$ cat config.mk
export PLATFORM = sky130hd
export DESIGN_NAME = muldiv_seq_flat
export DESIGN_NICKNAME = d
export VERILOG_FILES = /design/src/rtl/muldiv_seq_pkg.sv /design/src/rtl/muldiv_seq_if.sv /design/src/rtl/muldiv_seq_special.sv /design/src/rtl/muldiv_seq.sv /design/src/flat_wrapper.sv
export SDC_FILE = /design/constraint.sdc
export NUM_CORES = 1
export LEC_CHECK = 0
export CORE_MARGIN = 1
export CORE_UTILIZATION = 40
export DETAILED_ROUTE_END_ITERATION = 16
export PLACE_DENSITY_LB_ADDON = 0.15
export SLEW_MARGIN = 40
export SYNTH_ARGS = -nofsm -noshare
export SYNTH_HDL_FRONTEND = slang
export SYNTH_SLANG_ARGS = --single-unit
$ cat constraint.sdc
create_clock -name clk -period 2.92 [get_ports clk]
set_input_delay 0.584 -clock clk [delete_from_list [all_inputs] [get_ports clk]]
set_output_delay 0.584 -clock clk [all_outputs]
set_load 0.02 [all_outputs]
$ cat src/rtl/muldiv_seq_pkg.sv
// Shared constants and state type for the M-extension multiply/divide sequencer.
package muldiv_seq_pkg;

    localparam logic [2:0] F3_MUL    = 3'b000;
    localparam logic [2:0] F3_MULH   = 3'b001;
    localparam logic [2:0] F3_MULHSU = 3'b010;
    localparam logic [2:0] F3_MULHU  = 3'b011;
    localparam logic [2:0] F3_DIV    = 3'b100;
    localparam logic [2:0] F3_DIVU   = 3'b101;
    localparam logic [2:0] F3_REM    = 3'b110;
    localparam logic [2:0] F3_REMU   = 3'b111;

    localparam logic [6:0] F7_MULDIV = 7'b0000001;

    localparam logic [31:0] DIV_BY_ZERO_Q = 32'hFFFF_FFFF;
    localparam logic [31:0] INT_MIN       = 32'h8000_0000;

    typedef enum logic [1:0] {
        ST_IDLE     = 2'd0,
        ST_MUL_WAIT = 2'd1,
        ST_DIV_WAIT = 2'd2,
        ST_DONE     = 2'd3
    } state_t;

endpackage

$ cat src/rtl/muldiv_seq_if.sv
// Request, core and result signals between the EXE stage and the muldiv sequencer.
interface muldiv_seq_if;
    logic        req_valid;
    logic [2:0]  req_f3;
    logic [31:0] req_rs1;
    logic [31:0] req_rs2;
    logic        flush;
    logic        stall;
    logic        done;
    logic [31:0] result;
    logic [31:0] op_a;
    logic [31:0] op_b;
    logic [2:0]  op_f3;
    logic [31:0] mul_result;
    logic [31:0] div_result;

    modport slave (
        input  req_valid, req_f3, req_rs1, req_rs2, flush, mul_result, div_result,
        output stall, done, result, op_a, op_b, op_f3
    );

    modport master (
        output req_valid, req_f3, req_rs1, req_rs2, flush, mul_result, div_result,
        input  stall, done, result, op_a, op_b, op_f3
    );
endinterface

$ cat src/rtl/muldiv_seq_special.sv
// Detects divide-by-zero and signed-overflow divides and supplies their architectural result.
module muldiv_special
    import muldiv_seq_pkg::*;
(
    input  logic [31:0] rs1,
    input  logic [31:0] rs2,
    input  logic [2:0]  f3,
    output logic        is_special,
    output logic [31:0] special_result
);

    // f3[2] selects divide class, f3[1] selects remainder, f3[0] selects unsigned
    always_comb begin
        is_special     = 1'b0;
        special_result = 32'h0;
        if (f3[2]) begin
            if (rs2 == 32'h0) begin
                is_special     = 1'b1;
                special_result = f3[1] ? rs1 : DIV_BY_ZERO_Q;
            end else if (!f3[0] && rs1 == INT_MIN && rs2 == 32'hFFFF_FFFF) begin
                is_special     = 1'b1;
                special_result = f3[1] ? 32'h0 : INT_MIN;
            end
        end
    end

endmodule

$ cat src/rtl/muldiv_seq.sv
// Sequences one MUL/DIV request through the external cores, counting fixed latency and stalling EXE.
//
// state       | meaning
// ST_IDLE     | waiting for a request; latches operands when one arrives
// ST_MUL_WAIT | counting down multiplier latency
// ST_DIV_WAIT | counting down divider latency
// ST_DONE     | result valid, done pulses, EXE advances
module muldiv_seq
    import muldiv_seq_pkg::*;
#(
    parameter int unsigned MUL_LAT = 5,
    parameter int unsigned DIV_LAT = 15
) (
    input  logic          clk,
    input  logic          rst,
    muldiv_seq_if.slave   bus
);

    localparam logic [7:0] MUL_CNT = 8'(MUL_LAT - 1);
    localparam logic [7:0] DIV_CNT = 8'(DIV_LAT - 1);

    state_t      state;
    logic [7:0]  count;
    logic        is_special;
    logic [31:0] special_result;

    muldiv_special u_special (
        .rs1            (bus.req_rs1),
        .rs2            (bus.req_rs2),
        .f3             (bus.req_f3),
        .is_special     (is_special),
        .special_result (special_result)
    );

    assign bus.stall = bus.req_valid && (state != ST_DONE);

    always_ff @(posedge clk) begin
        if (rst) begin
            state      <= ST_IDLE;
            count      <= 8'h0;
            bus.op_a   <= 32'h0;
            bus.op_b   <= 32'h0;
            bus.op_f3  <= 3'b000;
            bus.result <= 32'h0;
            bus.done   <= 1'b0;
        end else begin
            bus.done <= 1'b0;
            case (state)
                ST_IDLE: begin
                    if (bus.req_valid && !bus.flush) begin
                        bus.op_a  <= bus.req_rs1;
                        bus.op_b  <= bus.req_rs2;
                        bus.op_f3 <= bus.req_f3;
                        if (!bus.req_f3[2]) begin
                            count <= MUL_CNT;
                            state <= ST_MUL_WAIT;
                        end else if (is_special) begin
                            bus.result <= special_result;
                            bus.done   <= 1'b1;
                            state      <= ST_DONE;
                        end else begin
                            count <= DIV_CNT;
                            state <= ST_DIV_WAIT;
                        end
                    end
                end
                ST_MUL_WAIT: begin
                    if (bus.flush) begin
                        state <= ST_IDLE;
                    end else if (count != 8'h0) begin
                        count <= count - 8'h1;
                    end else begin
                        bus.result <= bus.mul_result;
                        bus.done   <= 1'b1;
                        state      <= ST_DONE;
                    end
                end
                ST_DIV_WAIT: begin
                    if (bus.flush) begin
                        state <= ST_IDLE;
                    end else if (count != 8'h0) begin
                        count <= count - 8'h1;
                    end else begin
                        bus.result <= bus.div_result;
                        bus.done   <= 1'b1;
                        state      <= ST_DONE;
                    end
                end
                ST_DONE: state <= ST_IDLE;
                default: state <= ST_IDLE;
            endcase
        end
    end

endmodule

$ cat src/flat_wrapper.sv
// flat-port wrapper written by rule: the top's interface ports become plain ports
module muldiv_seq_flat import muldiv_seq_pkg::*;
#(
    parameter int unsigned MUL_LAT = 5,
    parameter int unsigned DIV_LAT = 15
)
  (clk, rst, bus_req_valid, bus_req_f3, bus_req_rs1, bus_req_rs2, bus_flush, bus_mul_result, bus_div_result, bus_stall, bus_done, bus_result, bus_op_a, bus_op_b, bus_op_f3);
  muldiv_seq_if bus_i ();
  input  logic clk;
  input  logic rst;
  input wire logic [$bits(bus_i.req_valid)-1:0] bus_req_valid;
  input wire logic [$bits(bus_i.req_f3)-1:0] bus_req_f3;
  input wire logic [$bits(bus_i.req_rs1)-1:0] bus_req_rs1;
  input wire logic [$bits(bus_i.req_rs2)-1:0] bus_req_rs2;
  input wire logic [$bits(bus_i.flush)-1:0] bus_flush;
  input wire logic [$bits(bus_i.mul_result)-1:0] bus_mul_result;
  input wire logic [$bits(bus_i.div_result)-1:0] bus_div_result;
  output wire logic [$bits(bus_i.stall)-1:0] bus_stall;
  output wire logic [$bits(bus_i.done)-1:0] bus_done;
  output wire logic [$bits(bus_i.result)-1:0] bus_result;
  output wire logic [$bits(bus_i.op_a)-1:0] bus_op_a;
  output wire logic [$bits(bus_i.op_b)-1:0] bus_op_b;
  output wire logic [$bits(bus_i.op_f3)-1:0] bus_op_f3;
  assign bus_i.req_valid = bus_req_valid;
  assign bus_i.req_f3 = bus_req_f3;
  assign bus_i.req_rs1 = bus_req_rs1;
  assign bus_i.req_rs2 = bus_req_rs2;
  assign bus_i.flush = bus_flush;
  assign bus_i.mul_result = bus_mul_result;
  assign bus_i.div_result = bus_div_result;
  assign bus_stall = bus_i.stall;
  assign bus_done = bus_i.done;
  assign bus_result = bus_i.result;
  assign bus_op_a = bus_i.op_a;
  assign bus_op_b = bus_i.op_b;
  assign bus_op_f3 = bus_i.op_f3;
  muldiv_seq #(.MUL_LAT(MUL_LAT), .DIV_LAT(DIV_LAT)) u_core (.clk(clk), .rst(rst), .bus(bus_i));
endmodule
Yosys cells after proc, flatten, opt, wreduce, memory -nomap -nowiden
Index checks and enable logic that the tools add are counted.

cells by class
  equal/unequal tests = 17
  reductions and logical operators = 16
  mux-type cells = 33
  add/sub/neg operators = 1

operator list
  cell                    count
  $mux W32                11
  $pmux W32 S3            1
  $eq A32 B32 Y1 const B  2
  $mux W8                 5
  $logic_not A32 Y1       1
  $pmux W8 S2             1
  $ne A2 B2 Y1 const B    7
  $mux W1                 9
  $mux W2                 4
  $reduce_and A8 Y1       1
  $reduce_bool A8 Y1      1
  $sub A8 B1 Y8 const B   1
  $ne A2 B1 Y1 const B    3
  $ne A3 B3 Y1 const B    2
  $pmux W2 S3             1
  $reduce_and A5 Y1       1
  $eq A2 B2 Y1 const B    2
  $logic_and A1 B1 Y1     4
  $reduce_and A2 Y1       2
  $reduce_bool A3 Y1      1
  $eq A2 B1 Y1 const B    1
  $logic_not A1 Y1        2
  $logic_not A2 Y1        1
  $pmux W1 S2             1
  2 further kinds         2

word-level totals
  input bits = 135
  bits in registers = 110

Logic depth before layout (Yosys ltp)
Gate-level depths: netlist of the first run.

  depth in word-level cells = 10
  mapped depth = 11

Cells and area by module
Synthesis of the first run repeated with hierarchy kept, for this count alone.

second synthesis, totals
  cell total of the unflattened synthesis = 752
  area total of the unflattened synthesis = 5,582.9 µm²

by module, submodules not included
  module          area an instance (µm²)  times used  cells an instance
  muldiv_seq      5,038.6                 1           648
  muldiv_special  544.3                   1           104

Least setup slack after synthesis of the first run
No wires, ideal clock.

  path kind = input to register
  start = input bus_req_rs1[14]
  end = register u_core.bus.result[22]
  slack = 244 ps
  cell stages on the path = 8
  data arrival time = 2,538 ps
  buffers on the path = 2
  cells stage by stage = nand4b_1 or4_1 or4_4 nor3_4 or2_1 buf_6 buf_12 a311oi_2

between the ends
  cells in the longest elaborated chain, start to end = 9
  elaborated cells between the ends (all ways) = 14

RTL lines
  what                                RTL line                  source
  start: declaration                  flat_wrapper.sv:13        input wire logic [$bits(bus_i.req_rs1)-1:0] bus_req_rs1;
  $eq A32 B32 Y1 *                    muldiv_seq_special.sv:20  end else if (!f3[0] && rs1 == INT_MIN && rs2 == 32'hFFFF_FFFF) begin
  $logic_and A1 B1 Y1 * (2 in a row)  muldiv_seq_special.sv:20
  $mux W32                            muldiv_seq_special.sv:20
  $mux W32                            muldiv_seq_special.sv:17  if (rs2 == 32'h0) begin
  $mux W32                            muldiv_seq.sv:57          end else if (is_special) begin
  $mux W32                            muldiv_seq.sv:54          if (!bus.req_f3[2]) begin
  $mux W32                            muldiv_seq.sv:50          if (bus.req_valid && !bus.flush) begin
  $pmux W32 S3                        muldiv_seq.sv:48          case (state)
  end signal: assignment              muldiv_seq.sv:58          bus.result <= special_result;
  end signal: assignment              muldiv_seq.sv:73          bus.result <= bus.mul_result;
  end signal: assignment              muldiv_seq.sv:84          bus.result <= bus.div_result;
  end: declaration                    muldiv_seq_if.sv:19       output stall, done, result, op_a, op_b, op_f3

Every way passes the cells marked *; elsewhere a longest branch is shown, timed or not. The select of a mux whose other input is x is not followed.
A chain may end at the register's enable or synchronous reset.

Worst setup path in the final report of the first run
  start = input bus_req_rs2[10]
  end = register u_core.bus.result[29]

between the ends
  cells in the longest elaborated chain, start to end = 8
  elaborated cells between the ends (all ways) = 14

RTL lines
  what                 RTL line                  source
  start: declaration   flat_wrapper.sv:14        input wire logic [$bits(bus_i.req_rs2)-1:0] bus_req_rs2;
  $eq A32 B32 Y1       muldiv_seq_special.sv:20
  $logic_and A1 B1 Y1  muldiv_seq_special.sv:20
  $mux W32             muldiv_seq_special.sv:20
  $mux W32             muldiv_seq_special.sv:17
  $mux W32             muldiv_seq.sv:57
  $mux W32             muldiv_seq.sv:54
  $mux W32             muldiv_seq.sv:50
  $pmux W32 S3         muldiv_seq.sv:48

Several ways; a longest one is shown, not always the timed one. The select of a mux whose other input is x is not followed.

==> impl_metrics.ini, run 1 <==
[run_status]
outcome = finished, final reports clean

[floorplan]
std_cell_rows = 42
start_util_pct = 41.2
core_area_sq_mm = 0.0133
die_h_microns = 119
die_w_microns = 119
die_area_sq_mm = 0.0142
io-pin-count = 236

[critical_path]
cpPeakStageDelay_ps = 570
critical_path_class = in -> reg
rr_worst_depth = 8
path_common_cell = or4_4
worstReg2RegEnd = u_core.bus.result[29]$_SDFFE_PP0P_
worstSetupEndpointType = flop
cp_data_required_time_ps = 3170
crit_chain = clkdlybuf4s50_1, nand4_1, or4_4, or4_4, nor3_4, buf_6, buf_8, nor3_1, a311oi_1
worstPathArrival_ps = 3070
start_kind = primary input
crit_path_start = bus_req_rs2[10]
slowest_stage = or4_4
rrSetupSlack_ps = 350
cp-endpoint = u_core.bus.result[29]$_SDFFE_PP0P_
cp_max_fo = 10
r2r-start = u_core.count[2]$_SDFFE_PP0P_

[sta]
slew_viol_final = 0
setup_viol = 0
hold_ws_ps = 456
fin_tns_setup_ps = 0
period_share_pct = 96.4
relSlewSlack_pct = 51.3
rsz0062_at_grt = false
hold_violations = 0
post-route-min-period_ps = 2810
fmax_mhz = 355
skew_ps = 8.81
tightest_slew_ps = 731

[grt]
met2_usage_pct = 44.5
grt_overflow_total = 0
grt_max_degree = 66
grt_pass1_wl_mm = 29.6
top_usage_layer = met2
grt_util_met1_pct = 33.9
first_global_vias = 5912
use_met3_pct = 5.60
antenna_found_initial = 0
grtUsageTotal_pct = 26.5

[placement]
io_buffers = 235
hpwl_mm = 14.3
gp_congestion = 0.873
dp_cells = 1111

[routing]
antenna_left = 0
drc = 0
avgRoutedWirePerCell_microns = 17.0
drt_iter0_drc = 516
viasPerCell = 5.47
routed_wl_mm = 19.2
dr.pass1.iters = 6
via_count = 6181

[cells_and_area]
fin_cells = 1129
diodes = 0
fillers = 1160
layout-drive-gt1-share_pct = 11.1
synthToLayoutAreaGrowth_pct = 58.3
nets = 1090

[power]
finalPower_uw = 6090
vdd_drop_max_mv = 0.353
p_per_area_mw_per_mm2 = 702
power_leakage_uw = 0.00322

[cts]
clk_latency_ps = 350
root_buffer = clkbuf_16
clock_sinks = 110
cts_tree = done
clk_path_buf_depth = 2
htree_num_levels = 3
numCtsBuffers = 9
clk_pin_slew_ps = 80

[synthesis]
avgSynthCellArea_sq_um = 7.85
ys_async_sr_fraction_pct = 0
syn_area_sq_mm = 0.00547
synth_seq_cells = 110
synthCells = 697
synthDistinctLibCells = 48
synth_top_flop_cell = dfxtp_1
syn-num-nets = 839
synth_seq_area_share_pct = 40.2
synth-edff-count = 0
ys_warn_count = 0

[worst_hold_path]
hold_class = reg -> reg

[flow_run]
max_cap_violations = 0
==> metrics by stage <==
| stage | worst slack (ps) | cell area (sq um) | utilization (%) |
|---|---|---|---|
| global route | 9.26 | 8660 | 65.2 |
| global placement | -320 | 8270 | 62.2 |
| finish | 106 | 8660 | 65.2 |
| floorplan | 244 | 5470 | - |
| detailed placement | -436 | 8270 | 62.2 |
| CTS | 19.5 | 8580 | 64.5 |
==> how the worst min path moves through the flow <==
stage,startpoint,end,slack (ps),depth (start not counted)
2_1_floorplan,u_core.count[5]$_SDFFE_PP0P_,u_core.count[5]$_SDFFE_PP0P_,430,1
3_3_place_gp,u_core.bus.op_b[30]$_SDFFE_PP0P_,u_core.bus.op_b[30]$_SDFFE_PP0P_,440,2
3_5_place_dp,u_core.bus.op_f3[2]$_SDFFE_PP0P_,u_core.bus.op_f3[2]$_SDFFE_PP0P_,450,2
4_1_cts,u_core.bus.op_f3[2]$_SDFFE_PP0P_,u_core.bus.op_f3[2]$_SDFFE_PP0P_,460,2
5_1_grt,u_core.bus.op_a[31]$_SDFFE_PP0P_,u_core.bus.op_a[31]$_SDFFE_PP0P_,470,2
6_report,u_core.bus.op_b[2]$_SDFFE_PP0P_,u_core.bus.op_b[2]$_SDFFE_PP0P_,460,2
==> cell type report <==
cell class	count	area (sq um)	area share, %
Multi-Input combinational cell	483	2830	32.7
Inverter	39	146	1.69
Sequential cell	110	2200	25.4
Clock buffer	9	225	2.60
Tap cell	176	220	2.54
Timing Repair Buffer	305	2960	34.2
Clock inverter	7	73.8	0.852
==> layer usage <==
layer / part of all wire (%) / vias up
met5: 0 / -
met4: 1.5 / 0
met3: 7.7 / 19
met2: 47 / 296
met1: 44 / 2892
li1: - / 2974
==> power breakdown <==
| group | internal (uW) | switching, uW | total, uW |
|---|---|---|---|
| clock network | 669 | 578 | 1250 |
| logic | 1260 | 1640 | 2900 |
| registers | 1770 | 165 | 1940 |
==> worst max-delay path, delay by kind of cell <==
family	cells	cell delay, ps
AOI/OAI and AO/OA	1	260
buffers and inverters	3	770
and+or+nand+nor	5	1440
==> Yosys cell counts (13+ instances only) <==
cell type	instances	area (sq um)
nand2_1	173	649
dfxtp_1	110	2200
a21oi_1	77	385
clkbuf_1	51	191
inv_1	39	146
nor3_1	39	195
a22o_1	32	280
a211o_1	31	272
a311oi_1	28	245
nand4_1	14	87.6
nor2_1	13	48.8
nor4_1	13	81.3
==> cell usage in the layout, fill, tap and decap left out, drive strengths merged, types with 4 or more instances in the layout <==
cell           instances
nand4                 14
a22o                  32
nor2                  13
o21ai                  5
inv                   40
a311oi                32
ha                     7
clkinv                 4
a211o                 31
clkbuf                10
clkdlybuf4s50        234
buf                   70
a21oi                 77
nand2                173
nand3                  4
nor4                  13
nor3                  40
nand2b                 4
dfxtp                110
==> repair_timing <==
item                                    in CTS  in global routing
gates resized for setup                      2                 11
gates cloned                                 0                  1
endpoints found under the setup margin      21                 34
setup buffers                                0                  1
pin swaps                                    1                  4
hold buffers                                 0                  0
==> registers in the layout, indices dropped and copies added, names as in the netlist <==
register and flops:
u_core.bus.op_b 32, u_core.bus.result 32, u_core.state 2, u_core.bus.done 1
u_core.bus.op_a 32, u_core.count 8, u_core.bus.op_f3 3
==> logic make-up (layout without fill, tap and decap cells) <==
family	count (synthesis)	in the layout	share of synthesized area [%]
AND/OR/NAND/NOR	282	282	23.3
AO/OA/AOI/OAI	192	192	25.6
multiplexers	2	2	0.366
adder cells (fa/ha/maj)	7	7	1.60
flip-flops	110	110	40.2
buffers and inverters	104	360	8.82
Power figures use the tool's default switching activity.
==> inputs of run 2 (changes only) <==
- ABC_AREA: default -> 0
==> results of run 2 <==
No change in the layout: final DEF, timing and power equal those of run 1.
